`src/rtl/nmos_lb_pkg.sv`:
```
// Shared helpers for the nmos_lib two-phase dynamic register family.
// Sizes the per-stage leak counters.
package nmos_lb_pkg;

  function automatic int clog2(input int value);
    int result;
    result = 0;
    for (int v = value - 1; v > 0; v = v >> 1) begin
      result++;
    end
    return result;
  endfunction

  // Width of a stage's age counter.
  // The counter must be able to hold DECAY itself.
  function automatic int age_width(input int decay);
    int w;
    w = (decay > 0) ? clog2(decay + 1) : 1;
    return (w > 0) ? w : 1;
  endfunction

endpackage

```
`src/rtl/nmos_lbn_sreg_if.sv`:
```
// Control/data bundle of the nmos_lbn_sreg dynamic register chain.
// The master drives phases, loads and shift inputs; the slave returns the node views and flags.
interface nmos_lbn_sreg_if #(
  parameter int WIDTH = 8,
  parameter int NLOAD = 2,
  parameter int DEPTH = 1
);
  logic                     c1;
  logic                     c2;
  logic [NLOAD-1:0]         ld;
  logic [NLOAD*WIDTH-1:0]   d;
  logic                     sh_en;
  logic [WIDTH-1:0]         sh_in;
  logic [WIDTH-1:0]         q;
  logic [WIDTH-1:0]         q_n;
  logic [DEPTH*WIDTH-1:0]   taps;
  logic                     ld_multi;
  logic                     phase_err;
  logic [DEPTH-1:0]         decayed;

  modport master (
    output c1, c2, ld, d, sh_en, sh_in,
    input  q, q_n, taps, ld_multi, phase_err, decayed
  );

  modport slave (
    input  c1, c2, ld, d, sh_en, sh_in,
    output q, q_n, taps, ld_multi, phase_err, decayed
  );
endinterface

```
`src/rtl/nmos_lb_stage.sv`:
```
// One PHI2/PHI1 pass-transistor stage.
// The PHI2 node can leak to zero when it is left unrefreshed.
module nmos_lb_stage
  import nmos_lb_pkg::*;
#(
  parameter int WIDTH = 8,
  parameter int DECAY = 0
) (
  input  logic             main_clk,
  input  logic             main_rst,
  input  logic             wr_en,
  input  logic [WIDTH-1:0] wr_data,
  input  logic             c1,
  output logic [WIDTH-1:0] n1,
  output logic             decayed
);

  logic [WIDTH-1:0] n2;
  logic             leak_hit;

  always_ff @(posedge main_clk) begin
    if (main_rst) begin
      n2 <= '0;
      n1 <= '0;
    end else begin
      if (wr_en) begin
        n2 <= wr_data;
      end else if (leak_hit) begin
        n2 <= '0;
      end
      if (c1) begin
        n1 <= n2;
      end
    end
  end

  generate
    if (DECAY > 0) begin : g_leak
      localparam int AW = age_width(DECAY);
      logic [AW-1:0] age;
      logic          decayed_r;

      // The leak fires on the single edge where the age counter reaches DECAY.
      // Once the counter saturates, the node is already zero.
      assign leak_hit = !wr_en && (age == AW'(DECAY - 1));
      assign decayed  = decayed_r;

      always_ff @(posedge main_clk) begin
        if (main_rst) begin
          age       <= '0;
          decayed_r <= 1'b0;
        end else if (wr_en) begin
          age       <= '0;
          decayed_r <= 1'b0;
        end else begin
          if (age != AW'(DECAY)) begin
            age <= age + AW'(1);
          end
          if (leak_hit) begin
            decayed_r <= 1'b1;
          end
        end
      end
    end else begin : g_no_leak
      assign leak_hit = 1'b0;
      assign decayed  = 1'b0;
    end
  endgenerate

endmodule

```
`src/rtl/nmos_lbn_sreg.sv`:
```
// Multi-bit, multi-load two-phase NMOS dynamic register / shift chain.
// The load logic drives stage 0, and DEPTH stages are chained PHI2 -> PHI1.
module nmos_lbn_sreg
  import nmos_lb_pkg::*;
#(
  parameter int WIDTH = 8,
  parameter int NLOAD = 2,
  parameter int DEPTH = 1,
  parameter int DECAY = 0
) (
  input  logic                 main_clk,
  input  logic                 main_rst,
  nmos_lbn_sreg_if.slave       bus
);

  logic [WIDTH-1:0] n1      [DEPTH];
  logic [WIDTH-1:0] wr_data [DEPTH];
  logic             wr_en   [DEPTH];
  logic [WIDTH-1:0] ld_data;
  logic             any_ld;
  logic             ld_multi_r;
  logic             phase_err_r;

  // Simultaneous loads wire-OR onto the PHI2 node of stage 0.
  always_comb begin
    ld_data = '0;
    for (int i = 0; i < NLOAD; i++) begin
      ld_data = ld_data | (bus.d[i*WIDTH +: WIDTH] & {WIDTH{bus.ld[i]}});
    end
  end

  assign any_ld = |bus.ld;

  genvar k;
  generate
    for (k = 0; k < DEPTH; k++) begin : g_stage
      if (k == 0) begin : g_head
        assign wr_en[k]   = any_ld | bus.c2;
        assign wr_data[k] = any_ld    ? ld_data :
                            bus.sh_en ? bus.sh_in : n1[k];
      end else begin : g_body
        assign wr_en[k]   = bus.c2;
        assign wr_data[k] = bus.sh_en ? n1[k-1] : n1[k];
      end

      nmos_lb_stage #(
        .WIDTH (WIDTH),
        .DECAY (DECAY)
      ) u_stage (
        .main_clk (main_clk),
        .main_rst (main_rst),
        .wr_en    (wr_en[k]),
        .wr_data  (wr_data[k]),
        .c1       (bus.c1),
        .n1       (n1[k]),
        .decayed  (bus.decayed[k])
      );

      assign bus.taps[k*WIDTH +: WIDTH] = n1[k];
    end
  endgenerate

  always_ff @(posedge main_clk) begin
    if (main_rst) begin
      ld_multi_r  <= 1'b0;
      phase_err_r <= 1'b0;
    end else begin
      ld_multi_r  <= ($countones(bus.ld) > 1);
      phase_err_r <= bus.c1 & bus.c2;
    end
  end

  assign bus.q         = n1[DEPTH-1];
  assign bus.q_n       = ~n1[DEPTH-1];
  assign bus.ld_multi  = ld_multi_r;
  assign bus.phase_err = phase_err_r;

endmodule

```
`src/flat_wrapper.sv`:
```
// flat-port wrapper written by rule: the top's interface ports become plain ports
module nmos_lbn_sreg_flat import nmos_lb_pkg::*;
#(
  parameter int WIDTH = 8,
  parameter int NLOAD = 2,
  parameter int DEPTH = 1,
  parameter int DECAY = 0
)
  (main_clk, main_rst, bus_c1, bus_c2, bus_ld, bus_d, bus_sh_en, bus_sh_in, bus_q, bus_q_n, bus_taps, bus_ld_multi, bus_phase_err, bus_decayed);
  nmos_lbn_sreg_if #(.WIDTH(WIDTH), .NLOAD(NLOAD), .DEPTH(DEPTH)) bus_i ();
  input  logic main_clk;
  input  logic main_rst;
  input wire logic [$bits(bus_i.c1)-1:0] bus_c1;
  input wire logic [$bits(bus_i.c2)-1:0] bus_c2;
  input wire logic [$bits(bus_i.ld)-1:0] bus_ld;
  input wire logic [$bits(bus_i.d)-1:0] bus_d;
  input wire logic [$bits(bus_i.sh_en)-1:0] bus_sh_en;
  input wire logic [$bits(bus_i.sh_in)-1:0] bus_sh_in;
  output wire logic [$bits(bus_i.q)-1:0] bus_q;
  output wire logic [$bits(bus_i.q_n)-1:0] bus_q_n;
  output wire logic [$bits(bus_i.taps)-1:0] bus_taps;
  output wire logic [$bits(bus_i.ld_multi)-1:0] bus_ld_multi;
  output wire logic [$bits(bus_i.phase_err)-1:0] bus_phase_err;
  output wire logic [$bits(bus_i.decayed)-1:0] bus_decayed;
  assign bus_i.c1 = bus_c1;
  assign bus_i.c2 = bus_c2;
  assign bus_i.ld = bus_ld;
  assign bus_i.d = bus_d;
  assign bus_i.sh_en = bus_sh_en;
  assign bus_i.sh_in = bus_sh_in;
  assign bus_q = bus_i.q;
  assign bus_q_n = bus_i.q_n;
  assign bus_taps = bus_i.taps;
  assign bus_ld_multi = bus_i.ld_multi;
  assign bus_phase_err = bus_i.phase_err;
  assign bus_decayed = bus_i.decayed;
  nmos_lbn_sreg #(.WIDTH(WIDTH), .NLOAD(NLOAD), .DEPTH(DEPTH), .DECAY(DECAY)) u_core (.main_clk(main_clk), .main_rst(main_rst), .bus(bus_i));
endmodule
```
`config.mk`:
```
export PLATFORM = sky130hd
export DESIGN_NAME = nmos_lbn_sreg_flat
export DESIGN_NICKNAME = d
export VERILOG_FILES = /design/src/rtl/nmos_lb_pkg.sv /design/src/rtl/nmos_lbn_sreg_if.sv /design/src/rtl/nmos_lb_stage.sv /design/src/rtl/nmos_lbn_sreg.sv /design/src/flat_wrapper.sv
export SDC_FILE = /design/constraint.sdc
export NUM_CORES = 1
export LEC_CHECK = 0
export BUFFER_PORTS_ARGS = -buffer_cell sky130_fd_sc_hd__buf_2
export CORE_MARGIN = 5
export CORE_UTILIZATION = 35
export DETAILED_ROUTE_END_ITERATION = 8
export GPL_TIMING_DRIVEN = 0
export PLACE_DENSITY_LB_ADDON = 0.12
export SYNTH_ARGS = -nofsm -noshare
export SYNTH_HDL_FRONTEND = slang
export SYNTH_SLANG_ARGS = --single-unit
```
`constraint.sdc`:
```
create_clock -name main_clk -period 3.3 [get_ports main_clk]
set_clock_uncertainty 0.2 [all_clocks]
set_input_delay 0.165 -clock main_clk [delete_from_list [all_inputs] [get_ports main_clk]]
set_output_delay 0.165 -clock main_clk [all_outputs]
set_load 0.01 [all_outputs]
```
== Yosys cells after proc, flatten, opt, wreduce, memory -nomap -nowiden ==
Index checks and enable logic that the tools add are counted.

* Register bits: 18
* Logic and storage cells: 15

* Reduce and logical (&&, ||, !) cells: 1
* Order comparisons: 1
* Muxes and demuxes: 2
* $add $sub $neg: 1
* Bitwise operators: 6

{| class="wikitable"
|+ Operator list
! cell !! count
|-
| $gt 32x2->1 const B || 1
|-
| $and 8x8->8 || 2
|-
| $mux 8 || 2
|-
| $not 8->8 || 1
|-
| $or 8x8->8 || 1
|-
| $add 1x1->2 || 1
|-
| $reduce_or 2->1 || 1
|-
| $and 1x1->1 || 1
|-
| $or 1x1->1 || 1
|}

== Depth between registers and ports, before layout ==
Gate-level depths: netlist of the first run.

* Word-level depth: 3
* Gate-level depth with buffers: 6
* Gate-level depth less buffers: 3

== By module ==
From an unflattened synthesis of the first run, not the netlist that was laid out.

* Cells, all modules: 106
* Area total of the unflattened synthesis: 963.4 µm²

{| class="wikitable"
|+ By module, submodules not included
! module !! area an instance (µm²) !! sequential area each (µm²) !! cells an instance !! instances
|-
| nmos_lb_stage || 590.6 || 320.3 || 54 || 1
|-
| nmos_lbn_sreg || 372.9 || 40.0 || 52 || 1
|}

== Worst setup path before layout of the first run ==
Ideal clock, no wire load.

* Path type: input -> register
* Start: input bus_ld[0]
* End: register u_core.g_stage[0].u_stage.n2[2]
* Arrival: 1.153 ns
* Cell stages on the path: 6
* Setup slack: 1.873 ns
* Library setup time: 0.073 ns
* Path through: buf_2 > or3_4 > buf_6 > buf_8 > o311a_1 > nor3_2

* Word-level cells in the longest chain between the ends: 3
* Elaborated cells on any way between the ends: 5
* Those cells by class: mux (1); bitwise (3); reduce/logical (1)

{| class="wikitable"
|+ Ends and longest elaborated chain
! what !! RTL line !! source
|-
| from (decl) || flat_wrapper.sv:15 || <nowiki>input wire logic [$bits(bus_i.ld)-1:0] bus_ld;</nowiki>
|-
| $and 8x8->8 || nmos_lbn_sreg.sv:28 || <nowiki>ld_data = ld_data | (bus.d[i*WIDTH +: WIDTH] & {WIDTH{bus.ld[i]}});</nowiki>
|-
| $or 8x8->8 || nmos_lbn_sreg.sv:28 ||
|-
| $mux 8 || nmos_lbn_sreg.sv:39 || <nowiki>assign wr_data[k] = any_ld ? ld_data :</nowiki>
|-
| to (signal assigned) || nmos_lb_stage.sv:27 || <nowiki>n2 <= wr_data;</nowiki>
|-
| to (decl) || nmos_lb_stage.sv:18 || <nowiki>logic [WIDTH-1:0] n2;</nowiki>
|}

Parallel ways exist; a longest one is shown, timed or not.
A chain may end at the register's enable or synchronous reset.

== Worst setup path after layout of the first run ==
* Start: input bus_c2
* End: register u_core.g_stage[0].u_stage.n2[2]

* Word-level cells in the longest chain between the ends: 1

{| class="wikitable"
|+ Ends and longest elaborated chain
! what !! RTL line !! source
|-
| from (decl) || flat_wrapper.sv:14 || <nowiki>input wire logic [$bits(bus_i.c2)-1:0] bus_c2;</nowiki>
|-
| $or 1x1->1 || nmos_lbn_sreg.sv:38 || <nowiki>assign wr_en[k] = any_ld | bus.c2;</nowiki>
|}

Every way passes these cells.

==> results.cfg, run 1 <==
[timing]
tns_ns = 0
finalSetupViolations = 0
rsz0062_at_grt = false
tightest_slew_ns = 0.687
maxSlewViolCount = 0
fin_ws_ns = 1.62
period_needed_ns = 1.68
finalHoldViolCount = 0
min_period_over_period_pct = 50.8
slew_headroom_pct = 54.2
fmax_mhz = 596

[clock_network]
root_buffer = clkbuf_4
clkTransAtPathRegs_ns = 0.10
cts-hold-fix-buffers = 1
cts_tree = done
cts_repair_resize_count = 0
post_cts_buffers = 0
clock_latency_ns = 0.28
cts_made_buffers = 3
cts_max_path_buffers = 2
cts.htree.levels = 1
cts.sinks = 18

[placement]
dp_cells = 189
hpwl_um = 1950
dp_slack_ns = 1.69
gp_congestion = 0.701
portBuffers = 51

[setup_path]
cp.depth = 7
path_cells = dlygate4sd3_1, buf_2, or3_4, buf_6, buf_8, o311a_1, nor3_2
cpPeakStageDelay_ns = 0.54
worst_setup_path_start_kind = input pin
timing.critical_path.from = bus_c2
r2r_cells = 3
end_kind = register
reg2reg_from = u_core.g_stage[0].u_stage.n1[7]$_SDFFE_PP0P_
cp_top_family = buffers and inverters
cpMaxStageDelayCell = dlygate4sd3_1
worst-path-buf-inv = 4
worstSetupPathType = in2reg
arrival_ns = 1.69
crit_fanout = 10
cp.required_ns = 3.31

[yosys]
synthCells = 107
yosysUniqueCellTypes = 18
synthTopCellsByArea = dfxtp_1 (37%), mux2i_1 (17%), o311a_1 (8.3%), buf_4 (7.0%), nor2_1 (7.0%)
ys_warn_count = 0
syn_area_per_cell_um2 = 9.02
yosysSeqAreaShare_pct = 37.4
synthesis.nets = 138
ys_ff_latch = 18
yosysTopAreaCellShare_pct = 37.4
netlist_area_um2 = 965
synth_top_area_cell = dfxtp_1

[routing]
firstDrtPassIters = 4
drt_wl_total_um = 2650
routed-wl-met2_um = 1330
routedWlPerCell_um = 13.7
drtAntennaViolNets = 0
via_count = 908
viasPerCell = 4.70
drcViolationCount = 0
wl_met3_um = 190
met1_length_um = 1100
drtIter0Drc = 22
top_layer = met4

[pwr]
ir_drop_v = 0.000261
seqPwrFrac_pct = 52.7
fin_total_pwr_mw = 0.457
pwr-share-comb_pct = 24.4
power_frac_clock_pct = 22.9
p_per_area_nw_per_um2 = 354
p_switching_mw = 0.125
p_int_mw = 0.332
p_leak_nw = 0.672
swShare_pct = 27.4

[layout]
layout-drive-gt1-share_pct = 43.8
num-nets-final = 195
diodes = 0
final_core_util_pct = 47.6
final_cells = 193
layout_commonest_cell = buf_2
syn_to_final_growth_pct = 33.9
nFillCells = 278
layout_common_cells = buf_2 (52), nor2_1 (18), dfxtp_1 (18), mux2i_1 (16), buf_4 (9)

[worst_hold_path]
hp-start = bus_ld[1]
min_path_cells = 3
hp-class = in2reg

[global_route]
grt_overflow = 0
antenna_found_initial = 0
grt_pass1_wl_um = 4270
grt_usage_pct = 13.4
grt_pass1_vias = 911
grt_max_degree = 11

[floorplanning]
die_y_um = 62.5
ioPinCount = 58
floorplan.die_area_um2 = 3910
die_w_um = 62.5
num_rows = 19
start_util_pct = 35.6
core-area_um2 = 2710

[run]
cap_violations = 0

[run_status]
status = complete, no violations
final timing paths:
| path | end | slack, ns |
|---|---|---|
| max reg2reg | u_core.g_stage[0].u_stage.n2[7]$_SDFFE_PP0P_ | 2.08 |
| min | u_core.g_stage[0].u_stage.n2[0]$_SDFFE_PP0P_ | 0.05 |
| min reg2reg | u_core.g_stage[0].u_stage.n2[6]$_SDFFE_PP0P_ | 0.30 |
| max | u_core.g_stage[0].u_stage.n2[2]$_SDFFE_PP0P_ | 1.62 |
worst reg2reg max path: cells and delay by family (launching register included):
family	cells	cell delay [ns]
AOI/OAI and AO/OA	1	0.29
DFF	1	0.40
muxes	1	0.09
and+or+nand+nor	1	0.17
power by group through the flow:
| stage | sequential, mW | combinational (mW) | clock (mW) |
|---|---|---|---|
| floorplan | 0.247 | 0.0681 | 0 |
| global placement | 0.245 | 0.111 | 0 |
| detailed placement | 0.246 | 0.112 | 0 |
| CTS | 0.241 | 0.113 | 0.111 |
| global route | 0.243 | 0.123 | 0.122 |
| finish | 0.241 | 0.111 | 0.105 |
metrics by stage:
step | area [um^2] | hold WS [ns]
after floorplan | 965 | 0.0877
after global placement | 1260 | 0.201
after detailed placement | 1260 | 0.213
after CTS | 1290 | 0.0354
after global routing | 1290 | 0.0335
final | 1290 | 0.0462
flip-flops by register name, indices dropped and copies added, names as in the netlist:
name / count
u_core.bus.ld_multi: 1
u_core.bus.phase_err: 1
u_core.g_stage.u_stage.n1: 8
u_core.g_stage.u_stage.n2: 8
final cells by class:
class | count | area [um^2] | share of cell area [%]
clock buffers | 3 | 22.5 | 1.74
flip-flops and latches | 18 | 360 | 27.9
plain buffers | 19 | 134 | 10.4
repair buffers | 52 | 265 | 20.5
well taps | 31 | 38.8 | 3.00
multi-input cells | 62 | 440 | 34.1
inverters | 8 | 30.0 | 2.33
cell usage after synthesis, drive strengths merged:
master	count
nor3	8
inv	8
a22oi	8
mux2i	16
or3	1
buf	14
nand2	2
clkbuf	5
nor2	18
o311a	8
dfxtp	18
conb	1
metal layers:
layer | GRT usage [%] | vias to the layer above
met5 | 0 | -
met1 | 14.9 | 401
met2 | 24.5 | 34
li1 | - | 471
met4 | 3.98 | 0
met3 | 3.60 | 2
kinds of logic after synthesis:
kind of cell           share of synthesized area (%)
other                                          0.389
multiplexers                                    16.6
buffers and inverters                           17.0
flip-flops                                      37.4
AND/OR/NAND/NOR                                 14.1
AO/OA/AOI/OAI                                   14.5
Power figures use the tool's default switching activity.
==> run 2, diff against run 1 <==
==> constraint.sdc (replaced) <==
create_clock -name main_clk -period 1.3 [get_ports main_clk]
set_clock_uncertainty 0.2 [all_clocks]
set_input_delay 0.065 -clock main_clk [delete_from_list [all_inputs] [get_ports main_clk]]
set_output_delay 0.065 -clock main_clk [all_outputs]
set_load 0.01 [all_outputs]
==> run 2 against run 1 <==
The run now ends with negative hold slack left; first-iteration DRC count rose by 45%; global-route usage grew 1.0 points; critical path depth down 5; worst hold slack got worse by 0.11 ns; final cell count increased by 0.52%; count of clock-buffer cells in the layout unchanged; cell area rose by 1.7%; combinational power grew to 2.6 times the previous value; clock power increased to 2.6 times the previous value; power rose to 2.6 times the previous value; critical path type is now reg2out.
==> results.cfg, run 2 (synthesis results as in run 1) <==
[clock_network]
clock_latency_ns = 0.28
cts_made_buffers = 3
cts-hold-fix-buffers = 2
cts.sinks = 18
post_cts_buffers = 0
cts_max_path_buffers = 2
root_buffer = clkbuf_4
clkTransAtPathRegs_ns = 0.10
cts.htree.levels = 1
cts_tree = done

[routing]
drtIter0Drc = 32
routedWlPerCell_um = 14.2
drcViolationCount = 0
viasPerCell = 4.81
firstDrtPassIters = 4
drt_wl_total_um = 2750
via_count = 933
drtAntennaViolNets = 0

[worst_hold_path]
min_to = u_core.g_stage[0].u_stage.n2[6]$_SDFFE_PP0P_
min_path_cells = 3
hp-class = in2reg
hp-start = bus_ld[1]

[layout]
num-nets-final = 196
layout-drive-gt1-share_pct = 46.6
reg.largest.list = u_core.g_stage.u_stage.n1: 8 flops, u_core.g_stage.u_stage.n2: 8 flops
layout_commonest_cell = buf_2
layout_common_cells = buf_2 (51), nor2_1 (18), mux2i_1 (16), dfxtp_1 (14), buf_4 (10)
final_cells = 194
syn_to_final_growth_pct = 36.2
diodes = 0
final_core_util_pct = 48.5

[setup_path]
r2r-end = u_core.g_stage[0].u_stage.n2[0]$_SDFFE_PP0P_
end_kind = output pin
reg2reg_from = u_core.g_stage[0].u_stage.n1[0]$_SDFFE_PP0P_
worst_setup_path_start_kind = register
cp_top_family = flip-flops
arrival_ns = 0.94
r2r_cells = 3
cp.required_ns = 1.03
path_cells = buf_4, buf_2
worstSetupPathType = reg2out
cpPeakStageDelay_ns = 0.42
cpMaxStageDelayCell = dfxtp_1
ff2ff_setup_slack_ns = 0.10
crit_fanout = 5
worst-path-buf-inv = 2

[timing]
maxSlewViolCount = 0
whs_ns = -0.0614
tightest_slew_ns = 0.689
fmax_mhz = 828
finalSetupViolations = 0
period_needed_ns = 1.21
rsz0062_at_grt = false
min_period_over_period_pct = 92.9
slew_headroom_pct = 54.0
finalHoldViolCount = 7

[floorplanning]
die_y_um = 62.5
num_rows = 19
start_util_pct = 35.6
die_w_um = 62.5
core-area_um2 = 2710
ioPinCount = 58
floorplan.die_area_um2 = 3910

[run_status]
violations = negative hold slack
status = complete, but fails checks

[run]
cap_violations = 0

[placement]
dp_cells = 189
gp_congestion = 0.720
hpwl_um = 2030
portBuffers = 51

[global_route]
grt_max_degree = 11
grt_overflow = 0
grt_usage_pct = 14.4
grt_pass1_vias = 965
antenna_found_initial = 0
grt_pass1_wl_um = 4570

[pwr]
p_leak_nw = 0.682
p_per_area_nw_per_um2 = 896
ir_drop_v = 0.000520
[run 2: area by class of cell]
cell class                      instances  area, um^2
Buffer                                 19         136
Clock buffer                            3        22.5
Sequential cell                        18         365
Tap cell                               31        38.8
Timing Repair Buffer                   53         275
Fill cell                             288        1400
Multi-Input combinational cell         62         445
Inverter                                8        30.0
[run 2: worst max-delay path by stage]
stage,startpoint,endpoint,slack (ns),cells after the start
global route,u_core.g_stage[0].u_stage.n1[0]$_SDFFE_PP0P_,u_core.g_stage[0].u_stage.n2[0]$_SDFFE_PP0P_,0.005,3
finish,u_core.g_stage[0].u_stage.n1[2]$_SDFFE_PP0P_,bus_taps[2],0.09,2
CTS,u_core.g_stage[0].u_stage.n1[1]$_SDFFE_PP0P_,u_core.g_stage[0].u_stage.n2[1]$_SDFFE_PP0P_,0.04,3
global placement,bus_ld[0],u_core.g_stage[0].u_stage.n2[5]$_SDFFE_PP0P_,-0.1,5
detailed placement,main_rst,u_core.g_stage[0].u_stage.n1[2]$_SDFFE_PP0P_,-0.11,3
floorplan,bus_ld[0],u_core.g_stage[0].u_stage.n2[2]$_SDFFE_PP0P_,0.005,6
[run 2: timing repair]
item,4_1_cts,5_1_grt
hold endpoints to repair,9,7
resized for setup,0,5
setup endpoints to repair,0,4
[run 2: where the power goes]
| group | internal (mW) | switching, mW | total, mW | leakage, nW |
|---|---|---|---|---|
| Combinational | 0.152 | 0.137 | 0.289 | 0.518 |
| Clock | 0.107 | 0.167 | 0.275 | 0.0138 |
| Sequential | 0.588 | 0.0246 | 0.613 | 0.150 |
[run 2: layer usage]
layer	global-route usage [%]	wire, um	share of wire (%)	vias to the layer above
met4	4.77	19	0.69	0
met5	0	0	0	-
li1	-	-	-	477
met3	4.50	216	7.9	2
met2	23.4	1290	47	36
met1	17.9	1230	45	418
[run 2: tightest hold or removal path, stage by stage]
cell and delay, ns:
buf_6 0.11, o311a_1 0.17, nor3_1 0.04
[run 2: stage by stage]
stage | setup TNS, ns | hold slack (ns) | cell area (um^2) | power (mW) | setup WS, ns
6_report | 0 | -0.0614 | 1310 | 1.18 | 0.0923
5_1_grt | 0 | -0.0723 | 1310 | 1.25 | 0.00533
4_1_cts | 0 | -0.0735 | 1300 | 1.20 | 0.0423
3_5_place_dp | -1.47 | 0.119 | 1260 | 0.910 | -0.105
3_3_place_gp | -1.28 | 0.105 | 1260 | 0.905 | -0.0981
2_1_floorplan | 0 | -0.0123 | 967 | 0.801 | 0.00509
==> run 3, diff against run 2 <==
--- a/config.mk
+++ b/config.mk
@@ -13,4 +13,5 @@
 export PLACE_DENSITY_LB_ADDON = 0.12
 export SYNTH_ARGS = -nofsm -noshare
 export SYNTH_HDL_FRONTEND = slang
+export SYNTH_HIERARCHICAL = 1
 export SYNTH_SLANG_ARGS = --single-unit
==> run 3 against run 2 <==
The flow now finishes without violations; wire length rose by 0.62%; sequential power shrank 0.8%; count of clock-buffer cells in the layout rose by 1; final cell count up 11%; worst hold slack improved by 0.074 ns; global-route usage increased by 0.12 points; power is 7.0% higher; critical path depth is the same; cell area up 14%; register-to-register slack better by 0.12 ns; sequential cell count stayed put; largest cell class is now buffers.
==> results.cfg, run 3 <==
[run_status]
status = complete, no violations

[yosys]
yosysUniqueCellTypes = 14
synthTopCellsByArea = dfxtp_1 (37%), mux2i_1 (25%), buf_4 (7.8%), nor2_1 (7.0%), a22oi_1 (6.2%)
yosysTopAreaCellShare_pct = 37.4
synthCells = 106
ys_warn_count = 6
synthesis.nets = 137
async_flop_share_pct = 0
yosys.cell_count.top_type = mux2i_1
yosys-top-cells-count = mux2i_1 (24), dfxtp_1 (18), nor2_1 (18)
synth_top_area_cell = dfxtp_1
yosysSeqAreaShare_pct = 37.4
syn_area_per_cell_um2 = 9.09
synthFlopType = dfxtp_1
ys_ff_latch = 18
netlist_area_um2 = 963
synth-edff-count = 0

[setup_path]
reg2reg_from = u_core/g_stage[0].u_stage/n1[1]$_SDFFE_PP0P_
arrival_ns = 0.93
worst_setup_path_start_kind = register
cp_top_family = flip-flops
r2r_cells = 4
crit_fanout = 5
ff2ff_setup_slack_ns = 0.22
cpPeakStageDelay_ns = 0.41
path_cells = buf_4, buf_2
worstSetupPathType = reg2out
end_kind = output pin
r2r-end = u_core/g_stage[0].u_stage/n2[1]$_SDFFE_PP0P_
worst-path-buf-inv = 2
cpMaxStageDelayCell = dfxtp_1
cp.required_ns = 1.03

[routing]
drt_wl_total_um = 2770
routedWlPerCell_um = 12.9
viasPerCell = 4.55
drtIter0Drc = 18
drcViolationCount = 0
drtAntennaViolNets = 0
via_count = 979
firstDrtPassIters = 3

[timing]
fmax_mhz = 835
maxSlewViolCount = 0
period_needed_ns = 1.20
finalSetupViolations = 0
finalHoldViolCount = 0
whs_ns = 0.0123
rsz0062_at_grt = false
min_period_over_period_pct = 92.1
fin_ws_ns = 0.103

[layout]
final_cells = 215
reg.largest.list = u_core/g_stage.u_stage/n1: 8 flops, u_core/g_stage.u_stage/n2: 8 flops
diodes = 0
layout_commonest_cell = buf_2
syn_to_final_growth_pct = 56.1
layout_common_cells = buf_2 (56), mux2i_1 (24), dlygate4sd3_1 (19), nor2_1 (18), dfxtp_1 (18)
num-nets-final = 216
layout-drive-gt1-share_pct = 41.3

[clock_network]
cts_made_buffers = 3
cts_tree = done
clkTransAtPathRegs_ns = 0.10
clock_latency_ns = 0.28
cts.sinks = 18
cts_repair_resize_count = 0
cts.htree.levels = 1
root_buffer = clkbuf_4
cts_max_path_buffers = 2

[pwr]
p_switching_mw = 0.322
power_frac_clock_pct = 26.3
pwr-share-comb_pct = 25.4
p_per_area_nw_per_um2 = 837
ir_drop_v = 0.000534
p_int_mw = 0.937
p_leak_nw = 0.816
swShare_pct = 25.6
seqPwrFrac_pct = 48.3

[global_route]
grt_overflow = 0
grt_max_degree = 11
grt_pass1_vias = 1028
grt_usage_pct = 14.5
grt_pass1_wl_um = 4720
antenna_found_initial = 0

[floorplanning]
core-area_um2 = 2690
die_y_um = 62.5
die_w_um = 62.5
start_util_pct = 35.9
floorplan.die_area_um2 = 3900
num_rows = 19
ioPinCount = 58

[worst_hold_path]
hp-start = bus_sh_in[6]
hp-class = in2reg
min_to = u_core/g_stage[0].u_stage/n2[6]$_SDFFE_PP0P_
min_path_cells = 5

[placement]
portBuffers = 55
dp_cells = 192
hpwl_um = 1940
gp_congestion = 0.727
dp_slack_ns = -0.142

[run]
cap_violations = 0
==> run 3: changes by cell type in the layout (fill, tap and decap cells not counted), moves of 3 or more <==
| cell | delta |
|---|---|
| o311a_1 | -8 |
| nor3_2 | -3 |
| mux2i_1 | +8 |
| clkbuf_1 | -4 |
| dfxtp_1 | +4 |
| nor3_1 | -5 |
| o21ai_1 | +8 |
| buf_6 | +3 |
| dlygate4sd3_1 | +17 |
| dfxtp_2 | -4 |
| buf_2 | +5 |
==> run 3: final cells by class <==
class | count | area [um^2]
fill | 276 | 1180
buffer | 17 | 141
clock buffer | 4 | 36.3
timing repair buffer | 74 | 465
inverter | 8 | 30.0
tap | 31 | 38.8
multi-input combinational | 63 | 432
sequential | 18 | 360
==> run 3: layer usage <==
layer	wire length (um)	vias to the layer above	GRT usage (%)
met5	0	-	0
met4	53	0	4.77
met3	146	6	2.88
met2	1380	31	27.2
met1	1180	442	16.1
li1	-	500	-
==> run 3: per-stage QoR <==
step	setup TNS [ns]	power, mW	instance area, um^2	util, %
3_5_place_dp	-1.06	0.898	1280	47.6
3_3_place_gp	-0.914	0.891	1280	47.6
6_report	0	1.26	1500	56.0
4_1_cts	0	1.28	1500	56.0
5_1_grt	0	1.34	1500	56.0
2_1_floorplan	0	0.787	963	-
==> run 3: worst min-delay path: stages <==
cell	delay [ns]
buf_2	0.07
mux2i_1	0.06
o21ai_1	0.12
mux2i_1	0.07
nor2_1	0.07
==> run 3: cell families after synthesis <==
kind of cell,after synthesis,synth area share [%]
AOI/OAI and AO/OA,16,10.4
and+or+nand+nor,22,9.09
other,1,0.389
buffers and inverters,25,17.8
DFF,18,37.4
muxes,24,24.9
==> run 3: how the worst max path moves through the flow <==
stage / from / endpoint / slack (ns) / depth (start not counted)
after floorplan: bus_ld[1] / u_core/g_stage[0].u_stage/n2[0]$_SDFFE_PP0P_ / 0.1 / 5
after global placement: bus_ld[1] / u_core/g_stage[0].u_stage/n2[2]$_SDFFE_PP0P_ / -0.13 / 6
final: u_core/g_stage[0].u_stage/n1[1]$_SDFFE_PP0P_ / bus_taps[1] / 0.10 / 2
after global routing: bus_d[1] / u_core/g_stage[0].u_stage/n2[1]$_SDFFE_PP0P_ / 0.007 / 6
after CTS: u_core/g_stage[0].u_stage/n1[1]$_SDFFE_PP0P_ / bus_taps[1] / 0.08 / 2
after detailed placement: bus_ld[1] / u_core/g_stage[0].u_stage/n2[1]$_SDFFE_PP0P_ / -0.14 / 6
==> run 3: power by group through the flow <==
stage / registers, mW / logic [mW] / clock network [mW]
after detailed placement: 0.621 / 0.277 / 0
final: 0.608 / 0.320 / 0.332
after global placement: 0.618 / 0.273 / 0
after CTS: 0.608 / 0.322 / 0.345
after global routing: 0.615 / 0.353 / 0.368
after floorplan: 0.623 / 0.164 / 0
==> run 3: what timing repair did <==
| action | in CTS | in global routing |
|---|---|---|
| setup buffers | 0 | 0 |
| endpoints found under the hold margin | 12 | 0 |
| hold buffers | 19 | 0 |
